### config.mk
export PLATFORM = sky130hd
export DESIGN_NAME = fwft_word_serializer
export DESIGN_NICKNAME = d
export VERILOG_FILES = /design/src/rtl/fifo_utils_pkg.sv /design/src/rtl/fwft_word_serializer.sv
export SDC_FILE = /design/constraint.sdc
export NUM_CORES = 1
export LEC_CHECK = 0
export BUFFER_PORTS_ARGS = -buffer_cell sky130_fd_sc_hd__buf_2
export CAP_MARGIN = 15
export CORE_MARGIN = 1
export CORE_UTILIZATION = 50
export DETAILED_ROUTE_END_ITERATION = 16
export GPL_TIMING_DRIVEN = 0
export PLACE_DENSITY = 0.75
export SLEW_MARGIN = 10
export SYNTH_ARGS = -nofsm -noshare
export SYNTH_HDL_FRONTEND = slang
export SYNTH_SLANG_ARGS = --single-unit
### constraint.sdc
create_clock -name clk -period 4.3 [get_ports clk]
set_input_delay 0.86 -clock clk [delete_from_list [all_inputs] [get_ports clk]]
set_output_delay 0.86 -clock clk [all_outputs]
set_load 0.02 [all_outputs]
### src/rtl/fifo_utils_pkg.sv
// Shared FIFO helper package: serializer state encoding and lane-select mapping.
// Macro FWFT_SERIALIZER_MSB_FIRST_EN: when defined, lane_select maps logical
// lane 0 to the most significant physical lane.
package fifo_utils_pkg;

  // Serializer state: EMPTY holds no word, SHIFT holds a word being emitted.
  typedef enum logic {
    EMPTY = 1'b0,
    SHIFT = 1'b1
  } ser_state_e;

  // Lane indices are sized for the largest supported ratio (16 lanes).
  localparam int unsigned LANE_SEL_BITS = 4;

  // Maps a logical emit index to the physical lane position in the word.
  function automatic logic [LANE_SEL_BITS-1:0] lane_select(
    input logic [LANE_SEL_BITS-1:0] idx,
    input logic [LANE_SEL_BITS:0]   ratio
  );
`ifdef FWFT_SERIALIZER_MSB_FIRST_EN
    return LANE_SEL_BITS'(ratio - (LANE_SEL_BITS+1)'(1) - {1'b0, idx});
`else
    // idx is always below ratio, so the mask is a no-op that bounds the index.
    return idx & LANE_SEL_BITS'(ratio - (LANE_SEL_BITS+1)'(1));
`endif
  endfunction

endpackage

### src/rtl/fwft_word_serializer.sv
// Serializes wide words from a first-word-fall-through FIFO into OUT_WIDTH
// lanes, one lane per cycle, with ready/valid backpressure and packet framing.
// Macro FWFT_SERIALIZER_MSB_FIRST_EN selects MSB-lane-first emission.
//
// Ports:
//   clk         rising-edge clock
//   reset       synchronous, active-high reset
//   fifo_dout   head word of the upstream FIFO
//   fifo_last   head word ends a packet
//   fifo_lanes  valid lanes in a last word (0 = all RATIO lanes)
//   fifo_empty  head word is not valid
//   fifo_rd_en  pops the head word (combinational)
//   out_data    current lane
//   out_valid   out_data is valid
//   out_last    final valid lane of a packet
//   out_ready   consumer accepts the lane
//   busy        a word is held in the serializer
module fwft_word_serializer
  import fifo_utils_pkg::*;
#(
  parameter  int unsigned OUT_WIDTH = 8,
  parameter  int unsigned RATIO     = 8,
  localparam int unsigned IN_WIDTH  = OUT_WIDTH * RATIO,
  localparam int unsigned LANE_BITS = $clog2(RATIO)
) (
  input  logic                 clk,
  input  logic                 reset,
  input  logic [IN_WIDTH-1:0]  fifo_dout,
  input  logic                 fifo_last,
  input  logic [LANE_BITS-1:0] fifo_lanes,
  input  logic                 fifo_empty,
  output logic                 fifo_rd_en,
  output logic [OUT_WIDTH-1:0] out_data,
  output logic                 out_valid,
  output logic                 out_last,
  input  logic                 out_ready,
  output logic                 busy
);

  localparam int unsigned SEL_BITS = $clog2(IN_WIDTH);

  ser_state_e             state_q, state_d;
  logic [LANE_BITS-1:0]   idx_q, idx_d;
  logic [IN_WIDTH-1:0]    held_data_q, held_data_d;
  logic                   held_last_q, held_last_d;
  logic [LANE_BITS-1:0]   held_lanes_q, held_lanes_d;

  logic [LANE_BITS-1:0]     end_idx;
  logic                     shifting;
  logic                     at_end;
  logic                     accept;
  logic                     load;
  logic [LANE_SEL_BITS-1:0] phys_lane;
  logic [SEL_BITS-1:0]      sel_base;

  // Final lane of the held word; a zero lane count on a last word means full.
  always_comb begin
    end_idx = LANE_BITS'(RATIO - 1);
    if (held_last_q && (held_lanes_q != '0)) begin
      end_idx = held_lanes_q - LANE_BITS'(1);
    end
  end

  assign shifting = (state_q == SHIFT);
  assign at_end   = (idx_q == end_idx);
  assign accept   = shifting && out_ready;
  // Pop when idle or when the final lane leaves, so words chain without bubbles.
  assign load     = !reset && !fifo_empty && (!shifting || (accept && at_end));

  // Next-state and holding-register update.
  always_comb begin
    state_d      = state_q;
    idx_d        = idx_q;
    held_data_d  = held_data_q;
    held_last_d  = held_last_q;
    held_lanes_d = held_lanes_q;
    if (load) begin
      state_d      = SHIFT;
      idx_d        = '0;
      held_data_d  = fifo_dout;
      held_last_d  = fifo_last;
      held_lanes_d = fifo_lanes;
    end else if (accept) begin
      if (at_end) begin
        state_d = EMPTY;
        idx_d   = '0;
      end else begin
        idx_d = idx_q + LANE_BITS'(1);
      end
    end
  end

  // State and holding registers.
  always_ff @(posedge clk) begin
    if (reset) begin
      state_q      <= EMPTY;
      idx_q        <= '0;
      held_data_q  <= '0;
      held_last_q  <= 1'b0;
      held_lanes_q <= '0;
    end else begin
      state_q      <= state_d;
      idx_q        <= idx_d;
      held_data_q  <= held_data_d;
      held_last_q  <= held_last_d;
      held_lanes_q <= held_lanes_d;
    end
  end

  // Lane select: logical index to physical lane, then an indexed part-select.
  assign phys_lane = lane_select(LANE_SEL_BITS'(idx_q), (LANE_SEL_BITS+1)'(RATIO));
  assign sel_base  = SEL_BITS'(phys_lane) * SEL_BITS'(OUT_WIDTH);

  // Outputs are forced quiet for the whole reset cycle, not just after the edge.
  assign fifo_rd_en = load;
  assign out_valid  = shifting && !reset;
  assign busy       = shifting && !reset;
  assign out_last   = shifting && !reset && held_last_q && at_end;
  assign out_data   = reset ? '0 : held_data_q[sel_base +: OUT_WIDTH];

endmodule

# Yosys cells after proc, flatten, opt, wreduce, memory -nomap -nowiden
# Cells that the tools add are included.
[word_totals]
reg_bits = 72
inputBits = 72
word_cells = 32
[classes]
n_addsub = 2
n_eq_ne = 1
shift = 1
n_mux = 6
n_reduce_logical = 17
[op_table]
columns = ["operator", "n"]
rows = [
  ["64-bit by 7-bit indexed part select with 8-bit output", 1],
  ["1-bit logical AND", 8],
  ["8-bit two-way mux", 1],
  ["3-bit two-way mux", 2],
  ["2-bit nonzero test", 2],
  ["3-bit by 1-bit adder with 3-bit output (second input constant)", 1],
  ["3-bit equality test", 1],
  ["1-bit logical NOT", 3],
  ["1-bit two-way mux", 3],
  ["3-bit nonzero test", 1],
  ["3-bit by 1-bit subtractor with 3-bit output (second input constant)", 1],
  ["2-bit AND reduction", 1],
  ["2-bit OR reduction", 1],
  ["1-bit logical OR", 1],
]

# Depth between registers and ports, before layout
[logic_depth]
ltp_word = 9
mapped_depth = 10
ltp_nobuf = 8

# Worst setup path before layout
# OpenSTA, ideal clock, no wires.
[synth_path]
kind = "flip-flop to output port"
from = "register held_lanes_q[0]"
to = "output fifo_rd_en"
arrival_ps = 2274
required_ps = 3440
setup_slack_ps = 1166
stages_incl_launch_ff = 9
path_buffers = 1
path_cell_list = "dfxtp_1 -> inv_1 -> ha_1 -> ha_1 -> or4bb_1 -> o22ai_2 -> o211ai_1 -> a211oi_2 -> buf_2"
[synth_via]
elab_chain_cells = 7
elab_cells_between_ends = 8
[synth_rtl]
columns = ["item", "line_no", "text"]
rows = [
  ["from (decl)", "fwft_word_serializer.sv:46", "logic [LANE_BITS-1:0] held_lanes_q, held_lanes_d;"],
  ["from (signal assigned)", "fwft_word_serializer.sv:106", "held_lanes_q <= held_lanes_d;"],
  ["branches (longest 2 deep; another with 3-bit by 1-bit subtractor with 3-bit output)", "--", ""],
  ["3-bit two-way mux (*)", "fwft_word_serializer.sv:59", "if (held_last_q && (held_lanes_q != '0)) begin"],
  ["3-bit equality test (*)", "fwft_word_serializer.sv:65", "assign at_end = (idx_q == end_idx);"],
  ["1-bit logical AND (*)", "fwft_word_serializer.sv:68", "assign load = !reset && !fifo_empty && (!shifting || (accept && at_end));"],
  ["1-bit logical OR (*)", "fwft_word_serializer.sv:68", ""],
  ["1-bit logical AND (*)", "fwft_word_serializer.sv:68", ""],
  ["to (decl)", "fwft_word_serializer.sv:32", "output logic fifo_rd_en,"],
]
# Mark *: on every way between the ends.

# Worst setup path after layout
# Same ends and word-level chain as after synthesis.

==> results.toml <==
[cts]
insertion_delay_ps = 340
numCtsBuffers = 9
h-tree-depth = 3
clock-root-buffer = "clkbuf_8"
clock_path_buffers = 2
hold_buffers = 0
ctsResizeCount = 0
clk_pin_slew_worst_paths_ps = 70
postCtsSetupBuffers = 0
cts_tree = "built"
clock-sinks = 72

[critical_path]
crit_arrival_ps = 3050
regToRegSetupSlack_ps = 1440
rr_worst_depth = 10
r2r-end = "held_data_q[18]"
crit_type = "register to output pin"
start_kind = "register"
required_ps = 3440
cp-end-kind = "output pin"
r2r_start = "held_lanes_q[0]"
cp_max_fo = 10

[hold_path]
holdPathStages = 1
hold_start = "held_data_q[38]"
worstHoldEndpoint = "held_data_q[38]"
hold_class = "register to register"

[sta]
setup_tns_ps = 0
setup_viol = 0
worstMarginPinSlew_ps = 649
slew_violations = 0
skew_ps = 8.88
slew-limit-headroom_pct = 56.7
period_needed_ps = 3910
fin_hold_ws_ps = 474
fin_crit_sh_pct = 91.0
fmax_mhz = 256
rsz0062_at_grt = "no"
hold_viol = 0

[die]
die_area_um2 = 6120
core_area_um2 = 5540
std_cell_rows = 27
die_h_um = 78.2
die_x_um = 78.2
start_util_pct = 52.5
ios = 84

[global_route]
grt_pass1_vias = 2348
grt_use_met2_pct = 39.5
grt_pass1_wl_um = 11500
antenna_found_initial = 0
grt_overflow = 0
track_usage_pct = 25.2
use_met1_pct = 33.3
grt_max_degree = 13
use_met3_pct = 4.42
busiest_layer = "met2"

[cells_and_area]
multi_input_area_um2 = 1340
antenna-diode-count = 0
drive_gt1_share_pct = 38.2
layout.nets = 405
regArea_um2 = 1440
final_common_cell = "buf_2"
final_util_pct = 65.1
syn_to_final_growth_pct = 24.0
final_cell_mix = "buf_2, dfxtp_1, a22o_1, mux4_2, nor2_1"
n_fill_cell = 471
stdcell_count = 407

[logic_synthesis]
syn_nets = 311
ys_types = 30
yosys_warnings = 0
seq_area_frac_synth_pct = 49.6
syn_area_um2 = 2910
syn_avg_cell_area_um2 = 12.3
synth-seq-cells = 72
synthCells = 236

[pwr]
power_leakage_uw = 0.00152
peakVddDrop_uv = 282
pwr_density_cell_nw_per_um2 = 387

[job]
drv_cap = 0

[drt]
drt_pass1_iterations = 4
drt_wl_total_um = 7070
detail-route-antenna-nets = 0
vias = 2347
viasPerCell = 5.77
drt_iter0_drc = 140
drcViolationCount = 0
routedWlPerCell_um = 17.4

[placement]
gp_congestion = 0.883
placed_cells = 391
port_buffers = 83
hpwl_um = 5170

[outcome]
status = "finished clean"
==> synth_stat cells <==
cell type | instances | area (um2)
o21ai_0 | 3 | 15.0
nor4b_1 | 1 | 8.76
a211oi_2 | 1 | 12.5
o31a_1 | 1 | 8.76
mux4_2 | 16 | 360
buf_6 | 1 | 11.3
ha_1 | 3 | 37.5
or4bb_1 | 2 | 22.5
o211ai_1 | 1 | 7.51
nor2_1 | 14 | 52.6
buf_1 | 1 | 3.75
nor2b_1 | 1 | 6.26
inv_1 | 4 | 15.0
nand3b_1 | 3 | 22.5
o22ai_2 | 1 | 12.5
a21oi_1 | 1 | 5.00
buf_4 | 2 | 15.0
buf_2 | 8 | 40.0
dfxtp_1 | 72 | 1440
a31oi_1 | 1 | 6.26
a32o_1 | 1 | 10.0
a22o_1 | 68 | 596
xnor2_1 | 2 | 17.5
mux2i_1 | 9 | 90.1
o311a_1 | 1 | 10.0
clkbuf_1 | 10 | 37.5
nand2_1 | 5 | 18.8
o2111ai_1 | 1 | 8.76
nand2b_1 | 1 | 6.26
nor3b_1 | 1 | 7.51
==> layer usage <==
layer,vias up,wire length (um),part of all wire (%)
met5,-,0,0
met4,0,151,2.1
met3,12,368,5.2
met2,81,3370,48
met1,1140,3180,45
li1,1114,-,-
==> area by class of cell <==
cell class,instances,share of cell area (%)
tap,72,2.50
clock buffer,12,4.58
multi-input combinational,138,37.2
sequential,72,40.0
clock inverter,4,0.764
inverter,4,0.417
buffer,22,2.99
timing repair buffer,83,11.5
==> flip-flops by register name, indices dropped and copies added (netlist names) <==
signal,cells
shifting,1
held_last_q,1
held_lanes_q,3
held_data_q,64
idx_q,3
==> metrics by stage <==
step,total power (uW),setup slack (ps),instance area (um2)
final,1400,388,3600
after global routing,1460,220,3600
after CTS,1400,358,3600
after detailed placement,914,734,3410
after global placement,908,791,3410
after floorplan,843,1170,2910
==> critical path, cell delays in order, from the launching register on <==
cell and delay (ps):
dfxtp_1 360, inv_1 50, ha_1 190, ha_1 290, or4bb_1 490, o22ai_2 200
o211ai_1 170, a211oi_2 430, buf_2 310, buf_2 200
==> how the worst max path moves through the flow <==
stage	startpoint	to	slack, ps	cells past startpoint
final	held_lanes_q[0]	fifo_rd_en	390	9
after global routing	held_lanes_q[0]	fifo_rd_en	220	9
after CTS	held_lanes_q[0]	fifo_rd_en	360	9
after detailed placement	held_lanes_q[0]	fifo_rd_en	730	9
after global placement	held_lanes_q[0]	fifo_rd_en	790	9
after floorplan	held_lanes_q[0]	fifo_rd_en	1170	8
==> where the power goes <==
group | switching [uW] | total (uW) | internal (uW) | leakage, uW
logic | 81.2 | 171 | 89.5 | 0.000836
clock network | 241 | 497 | 255 | 0.0000906
registers | 22.2 | 729 | 707 | 0.000591
==> cell families after synthesis <==
family          synth area share, %
buf+inv                        4.22
compound gates                 23.8
flops                          49.6
fa+ha+maj                      1.29
xor+xnor                      0.603
mux                            15.5
simple gates                   4.99
Note: power is estimated with default switching activity, not from simulation.
